$ cat src/rtl/mem_arb_pkg.sv
// Shared constants and types for the two-port data-memory arbiter.
package mem_arb_pkg;

  localparam int PORT0          = 0;
  localparam int PORT1          = 1;
  localparam int NUM_PORTS      = 2;
  localparam int DEF_MAX_BURST  = 4;
  localparam int DEF_MEM_WIDTH  = 8;
  localparam int DEF_DATA_WIDTH = 16;

  // One requester's view of an access at the default memory geometry.
  typedef struct packed {
    logic                      req;
    logic                      we;
    logic                      lock;
    logic [DEF_MEM_WIDTH-1:0]  addr;
    logic [DEF_DATA_WIDTH-1:0] wdata;
  } port_req_t;

  function automatic logic other_port(input logic owner);
    return ~owner;
  endfunction

endpackage

$ cat src/rtl/arb_rr2.sv
// Two-way round-robin grant with a bounded lock/burst; owns the owner and run-length state.
module arb_rr2
  import mem_arb_pkg::*;
#(
  parameter int MAX_BURST = DEF_MAX_BURST,
  localparam int RUN_W    = $clog2(MAX_BURST + 1)
) (
  input  logic             clk,
  input  logic             reset,
  input  logic [1:0]       req,
  input  logic [1:0]       lock,
  output logic [1:0]       gnt,
  output logic             dbg_owner,
  output logic [RUN_W-1:0] dbg_run
);

  localparam logic [RUN_W-1:0] RUN_MAX = RUN_W'(MAX_BURST);
  localparam logic [RUN_W-1:0] RUN_ONE = RUN_W'(1);

  logic             owner_q;
  logic             owner_d;
  logic [RUN_W-1:0] run_q;
  logic [RUN_W-1:0] run_d;
  logic             other;
  logic             hold_lock;
  logic             grant_any;
  logic             grant_port;

  // owner resets to port 1 so port 0 wins the first contention.
  always_ff @(posedge clk) begin
    if (!reset) begin
      owner_q <= 1'b1;
      run_q   <= '0;
    end else begin
      owner_q <= owner_d;
      run_q   <= run_d;
    end
  end

  always_comb begin
    owner_d = owner_q;
    run_d   = run_q;
    if (!grant_any) begin
      run_d = '0;
    end else if (grant_port == owner_q) begin
      run_d = (run_q == RUN_MAX) ? RUN_MAX : run_q + RUN_ONE;
    end else begin
      owner_d = grant_port;
      run_d   = RUN_ONE;
    end
  end

  // A locked owner keeps the memory only until its run reaches MAX_BURST.
  always_comb begin
    other      = other_port(owner_q);
    hold_lock  = req[owner_q] && lock[owner_q] && (run_q < RUN_MAX);
    grant_any  = 1'b0;
    grant_port = owner_q;
    if (hold_lock) begin
      grant_any  = 1'b1;
      grant_port = owner_q;
    end else if (req[other]) begin
      grant_any  = 1'b1;
      grant_port = other;
    end else if (req[owner_q]) begin
      grant_any  = 1'b1;
      grant_port = owner_q;
    end
    gnt = 2'b00;
    if (reset && grant_any) begin
      gnt[grant_port] = 1'b1;
    end
  end

  assign dbg_owner = owner_q;
  assign dbg_run   = run_q;

endmodule

$ cat src/rtl/mem_arbiter.sv
// Shares one async-read/sync-write data memory between fetch (port 0) and load/store (port 1),
// muxing the access of the granted port and registering read data back to its requester.
module mem_arbiter
  import mem_arb_pkg::*;
#(
  parameter int MEM_WIDTH  = DEF_MEM_WIDTH,
  parameter int DATA_WIDTH = DEF_DATA_WIDTH,
  parameter int MAX_BURST  = DEF_MAX_BURST
) (
  input  logic                  clk,
  input  logic                  reset,
  input  logic                  req0,
  input  logic                  req1,
  input  logic                  we0,
  input  logic                  we1,
  input  logic                  lock0,
  input  logic                  lock1,
  input  logic [MEM_WIDTH-1:0]  addr0,
  input  logic [MEM_WIDTH-1:0]  addr1,
  input  logic [DATA_WIDTH-1:0] wdata0,
  input  logic [DATA_WIDTH-1:0] wdata1,
  output logic                  gnt0,
  output logic                  gnt1,
  output logic                  rvalid0,
  output logic                  rvalid1,
  output logic [DATA_WIDTH-1:0] rdata0,
  output logic [DATA_WIDTH-1:0] rdata1,
  output logic [MEM_WIDTH-1:0]  mem_addr,
  output logic [DATA_WIDTH-1:0] mem_wdata,
  output logic                  mem_we,
  input  logic [DATA_WIDTH-1:0] mem_rdata
);

  localparam int RUN_W = $clog2(MAX_BURST + 1);

  // Handshake: req is a valid that the port holds, together with we/lock/addr/wdata, until it
  // sees gnt in the same cycle; gnt is the ready and the access happens in that cycle. A read
  // then returns exactly one rvalid pulse on the following cycle, which cannot be back-pressured.
  logic [1:0]       req;
  logic [1:0]       lock;
  logic [1:0]       gnt;
  logic             arb_owner;
  logic [RUN_W-1:0] arb_run;
  logic             rd0;
  logic             rd1;

  assign req  = {req1, req0};
  assign lock = {lock1, lock0};

  arb_rr2 #(
    .MAX_BURST (MAX_BURST)
  ) u_arb (
    .clk       (clk),
    .reset     (reset),
    .req       (req),
    .lock      (lock),
    .gnt       (gnt),
    .dbg_owner (arb_owner),
    .dbg_run   (arb_run)
  );

  assign gnt0 = gnt[PORT0];
  assign gnt1 = gnt[PORT1];

  // Idle cycles park the address on port 0 so fetch sees its read data early.
  always_comb begin
    mem_addr  = addr0;
    mem_wdata = '0;
    if (gnt1) begin
      mem_addr  = addr1;
      mem_wdata = wdata1;
    end else if (gnt0) begin
      mem_wdata = wdata0;
    end
    mem_we = (gnt0 & we0) | (gnt1 & we1);
  end

  assign rd0 = gnt0 & ~we0;
  assign rd1 = gnt1 & ~we1;

  always_ff @(posedge clk) begin
    if (!reset) begin
      rvalid0 <= 1'b0;
      rvalid1 <= 1'b0;
      rdata0  <= '0;
      rdata1  <= '0;
    end else begin
      rvalid0 <= rd0;
      rvalid1 <= rd1;
      if (rd0) begin
        rdata0 <= mem_rdata;
      end
      if (rd1) begin
        rdata1 <= mem_rdata;
      end
    end
  end

`ifndef SYNTHESIS
  a_gnt_onehot : assert property (@(posedge clk) disable iff (!reset) $onehot0(gnt));
  a_gnt_has_req : assert property (@(posedge clk) disable iff (!reset) ((gnt & ~req) == 2'b00));
  a_run_bound : assert property (@(posedge clk) arb_run <= RUN_W'(MAX_BURST));
  a_lock_holds : assert property (@(posedge clk) disable iff (!reset)
    (req[arb_owner] && lock[arb_owner] && (arb_run < RUN_W'(MAX_BURST))) |-> gnt[arb_owner]);
`endif

endmodule

$ cat config.mk
export PLATFORM = sky130hd
export DESIGN_NAME = mem_arbiter
export DESIGN_NICKNAME = d
export VERILOG_FILES = /design/src/rtl/mem_arb_pkg.sv /design/src/rtl/arb_rr2.sv /design/src/rtl/mem_arbiter.sv
export SDC_FILE = /design/constraint.sdc
export NUM_CORES = 1
export LEC_CHECK = 0
export BUFFER_PORTS_ARGS = -buffer_cell sky130_fd_sc_hd__buf_2
export CAP_MARGIN = 25
export CORE_MARGIN = 5
export CORE_UTILIZATION = 40
export CTS_CLUSTER_DIAMETER = 150
export DETAILED_ROUTE_END_ITERATION = 10
export PLACE_DENSITY = 0.91
export SYNTH_ARGS = -nofsm -noshare
export SYNTH_HDL_FRONTEND = slang
export SYNTH_SLANG_ARGS = --single-unit
$ cat constraint.sdc
create_clock -name clk -period 2.25 [get_ports clk]
set_clock_uncertainty 0.2 [all_clocks]
set_input_delay 0.1125 -clock clk [delete_from_list [all_inputs] [get_ports clk]]
set_output_delay 0.1125 -clock clk [all_outputs]
set_load 0.005 [all_outputs]
Yosys cells after proc, flatten, opt, wreduce, memory -nomap -nowiden
Index checks and enable logic that the tools add are counted.

word-level totals
  input bits = 72
  word-level logic and storage cells = 54
  output and inout bits = 61
  register bits = 38

cells by class
  magnitude comparators = 5
  reductions and logical operators = 8
  equal/unequal tests = 2
  bitwise operators = 11
  multiplexer cells = 19
  $add $sub $neg = 1

operator list
  kind                   count
  $mux W16               2
  $mux W1                13
  $mux W8                1
  $lt A1 B2 Y1 const B   3
  $not A1 Y1             6
  $and A1 B1 Y1          4
  $logic_and A1 B1 Y1    4
  $reduce_and A2 Y1      2
  $reduce_or A4 Y1       1
  $add A3 B1 Y3 const B  1
  $eq A3 B3 Y1 const B   1
  $lt A3 B3 Y1 const B   1
  $mux W3                1
  $reduce_and A3 Y1      1
  $mux W2                1
  $demux W1 S1           1
  $eq A1 B1 Y1           1
  $ge A1 B1 Y1 const B   1
  $or A1 B1 Y1           1

Depth between registers and ports, before layout
  word-level depth = 12
  gate-level depth with buffers = 7
  depth with buffers taken out = 5

By module
A second synthesis with hierarchy kept.

unflattened totals
  cells, all modules = 191
  area total of the unflattened synthesis = 1830.5 um^2

by module, submodules not included
  module       cells each  area each (um^2)  times used  sequential area each (um^2)
  mem_arbiter  163         1577.8            1           680.7
  arb_rr2      28          252.7             1           80.1

Least setup slack after synthesis
Ideal clock, no wire load.

  path kind = register to output
  start = register u_arb.run_q[2] (netlist: u_arb.dbg_run[2])
  end = output port mem_wdata[10]
  arrival = 1.388 ns
  buffers on the path = 2
  slack = 0.550 ns
  stages on the path, launching flop included = 7
  cells stage by stage = dfxtp_1 > nor2b_1 > o211a_1 > buf_2 > buf_1 > nand2_1 > a21oi_1

between the ends
  word-level cells in the longest chain between the ends = 10

ends and longest elaborated chain
  what                                                                RTL line           RTL
  start: declaration                                                  arb_rr2.sv:22      logic [RUN_W-1:0] run_q;
  start signal: assignment                                            arb_rr2.sv:36      run_q <= run_d;
  $lt A3 B3 Y1 (*)                                                    arb_rr2.sv:56      hold_lock = req[owner_q] && lock[owner_q] && (run_q < RUN_MAX);
  $logic_and A1 B1 Y1 (*)                                             arb_rr2.sv:56
  $mux W1                                                             arb_rr2.sv:59      if (hold_lock) begin
  $lt A1 B2 Y1 (implied by the code) or $ge A1 B1 Y1 (tied branches)  arb_rr2.sv:71      gnt[grant_port] = 1'b1;
  $logic_and A1 B1 Y1 (implied by the code)                           arb_rr2.sv:71
  $mux W1 (implied by the code)                                       arb_rr2.sv:71
  $demux W1 S1                                                        --
  $mux W2 (*)                                                         arb_rr2.sv:70      if (reset && grant_any) begin
  $mux W16                                                            mem_arbiter.sv:72  end else if (gnt0) begin
  $mux W16 (*)                                                        mem_arbiter.sv:69  if (gnt1) begin
  end: declaration                                                    mem_arbiter.sv:29  output logic [DATA_WIDTH-1:0] mem_wdata,

Mark *: on every way between the ends. The rest lies on a longest branch, timed or not.

Final worst setup path
  start = register u_arb.run_q[2] (netlist: u_arb.dbg_run[2])
  end = output port mem_we

between the ends
  word-level cells in the longest chain between the ends = 10

ends and longest elaborated chain
  what                                                                RTL line           RTL
  $lt A3 B3 Y1 (*)                                                    arb_rr2.sv:56
  $logic_and A1 B1 Y1 (*)                                             arb_rr2.sv:56
  $mux W1                                                             arb_rr2.sv:59
  $lt A1 B2 Y1 (implied by the code) or $ge A1 B1 Y1 (tied branches)  arb_rr2.sv:71
  $logic_and A1 B1 Y1 (implied by the code)                           arb_rr2.sv:71
  $mux W1 (implied by the code)                                       arb_rr2.sv:71
  $demux W1 S1                                                        --
  $mux W2 (*)                                                         arb_rr2.sv:70
  $and A1 B1 Y1                                                       mem_arbiter.sv:75  mem_we = (gnt0 & we0) | (gnt1 & we1);
  $or A1 B1 Y1 (*)                                                    mem_arbiter.sv:75
  end: declaration                                                    mem_arbiter.sv:30  output logic mem_we,

Marks and branches as above.

==> impl_metrics.yaml <==
power_and_ir_drop:
  cellPowerDensity_nw_per_um2: 642.9
  leakage_nw: 1.410
  vdd.ir_drop.worst_v: 0.0004851
place:
  hpwlAfterDp_um: 4708
  pre_cts_ws_ps: 217.7
  gp_congestion: 0.8607
  portBuffers: 132
  dp.cells: 418
setup_path:
  worstPathMaxFanout: 20
  end_kind: "primary output"
  crit_path_start_kind: "flop"
  cp_data_arrival_time_ps: 1820
  cp.required_ps: 1940
  path_class: "flop to primary output"
clocking:
  clock_sinks: 38
  cts_tree: "built"
  post_cts_buffers: 0
  worstSkewPairLatency_ps: 280
  clkTransAtPathRegs_ps: 70
  clk_path_buf_depth: 2
  cts.htree.levels: 2
  clock-root-buffer: "clkbuf_8"
  cts_buffers: 5
floorplanning:
  die_w_um: 77.16
  die_h_um: 77.16
  core_area_um2: 4354
  rows: 24
  start_util: 0.4144
  io_pins: 133
  dieArea_um2: 5954
yosys:
  ys_types: 29
  synth_edf_count: 0
  synthCells: 244
  yosysSeqAreaShare: 0.4216
  netlist_top_cells_count: "70 x nand2_1, 38 x dfxtp_1, 33 x nand3_1, 32 x o21ai_0, 18 x a21oi_1"
  avgSynthCellArea_um2: 7.394
  postSynth.asyncResetShare: 0
  ys_top_cells_by_area: "dfxtp_1 42%, nand2_1 15%, nand3_1 9.2%"
  synth_top_area_frac: 0.4216
  synth_top_cell_by_area: "dfxtp_1"
  ys.warnings.count: 0
  synth.most_common_cell: "nand2_1"
  syn_nets: 318
  synth_top_flop_cell: "dfxtp_1"
  synth_area_um2: 1804
  synth_seq_cells: 38
drt:
  totalWireLength_um: 6632
  drtAntennaViolNets: 0
  avgViaCountPerCell: 5.187
  post-route-drc-count: 0
  vias: 2303
  dr.pass1.iters: 4
  drtIter0Drc: 116
  wire_per_inst_um: 14.94
global_routing:
  grt_overflow: 0
  grt_pass1_wl_um: 10510
  antenna_found_initial: 0
  grt_use_total: 0.2103
  grt_pass1_vias: 2267
  grt_max_degree: 35
final_layout:
  fin_cells: 444
  syn_to_final_growth_pct: 57.91
  post-route-util: 0.6543
  nets: 465
  num_antenna_cells: 0
  drive_above_1_share: 0.4133
outcome:
  status: "finished clean"
timing:
  maxSlewViolCount: 0
  rsz0062_at_grt: "yes"
  finalCritPeriodShare: 0.9482
  max_freq_mhz: 468.7
  tightest_slew_ps: 988.9
  fin_crit_ps: 2133
  finalWorstSetupSlack_ps: 116.5
  setup_violations: 0
  hold_violations: 0
  slew_headroom: 0.3383
hold_path:
  worstHoldPathType: "input pin to flop"
run:
  cap_viol_max_count: 0
[cell families after synthesis]
family | count (synthesis) | share of synthesized area
buffers and inverters | 20 | 0.04577
multiplexers | 8 | 0.04993
adder cells (fa/ha/maj) | 2 | 0.01387
flip-flops | 38 | 0.4216
AND/OR/NAND/NOR | 117 | 0.2878
AO/OA/AOI/OAI | 59 | 0.1810
[stage by stage]
stage,total power [mW],hold WS [ps],area [µm²],setup TNS (ps)
2_1_floorplan,0.9140,42.88,1804,0
3_3_place_gp,1.086,147.5,2511,0
3_5_place_dp,1.095,152.2,2511,0
4_1_cts,1.828,37.44,2834,0
5_1_grt,1.907,16.68,2849,-183.5
6_report,1.832,10.25,2849,0
[critical path: stages (launching register included)]
cell and delay [ps]:
dfxtp_1 440, nor2b_1 120, o211ai_2 390, buf_6 240, nand2_1 70, a21oi_1 130
buf_2 140
[layer usage]
layer | vias up | share of wire | track usage
li1 | 1119 | - | -
met1 | 1038 | 0.37 | 0.2281
met2 | 128 | 0.50 | 0.3603
met3 | 18 | 0.11 | 0.07963
met4 | 0 | 0.021 | 0.09278
met5 | - | 0 | 0
[sequential cells by signal, summed over array words and instances, names as in the netlist]
register	cells
rdata1	16
u_arb.dbg_owner	1
rvalid0	1
rdata0	16
rvalid1	1
u_arb.dbg_run	3
[placed cells by master, fill, tap and decap left out]
cell,instances
nand3_1,33
nand3b_1,1
o21bai_1,1
nor2_1,5
clkbuf_8,6
buf_6,1
buf_2,132
inv_1,3
dfxtp_1,38
o21ai_2,1
ha_1,2
mux2_2,8
a21bo_2,1
nor2b_1,1
bufinv_16,2
nand2_1,70
o211ai_2,1
o21ai_0,32
o21a_1,2
buf_4,6
o211a_1,1
nand4b_1,1
dlygate4sd3_1,18
nor3_1,1
nor3_4,2
nor2_2,1
o211ai_1,1
nand2_4,1
nand2b_1,1
a21oi_1,18
o21ai_1,1
[final timing paths]
check,depth (start not counted),from,slack [ps],end
setup / recovery,6,u_arb.dbg_run[2]$_SDFF_PN0_,120,mem_we
hold reg to reg,2,rdata1[3]$_SDFFE_PN0P_,260,rdata1[3]$_SDFFE_PN0P_
setup reg to reg,4,u_arb.dbg_run[2]$_SDFF_PN0_,340,rdata1[9]$_SDFFE_PN0P_
hold / removal,3,reset,10,rvalid0$_SDFF_PN0_
[power by group]
part,internal (mW),switching [mW]
combinational,0.183,0.197
sequential,0.711,0.0226
clock,0.473,0.245
[what timing repair did]
item | 4_1_cts | 5_1_grt
setup endpoints to repair | 0 | 3
hold buffers | 18 | 0
gates resized for setup | 0 | 3
endpoints found under the hold margin | 34 | 0
[final cells by class]
class	count	area (µm²)
Clock buffer	6	82.58
Clock inverter	2	60.06
Fill cell	380	1505
Inverter	3	11.26
Multi-Input combinational cell	186	972.2
Sequential cell	38	760.7
Tap cell	52	65.06
Timing Repair Buffer	157	897.1
Power figures use the tool's default switching activity.
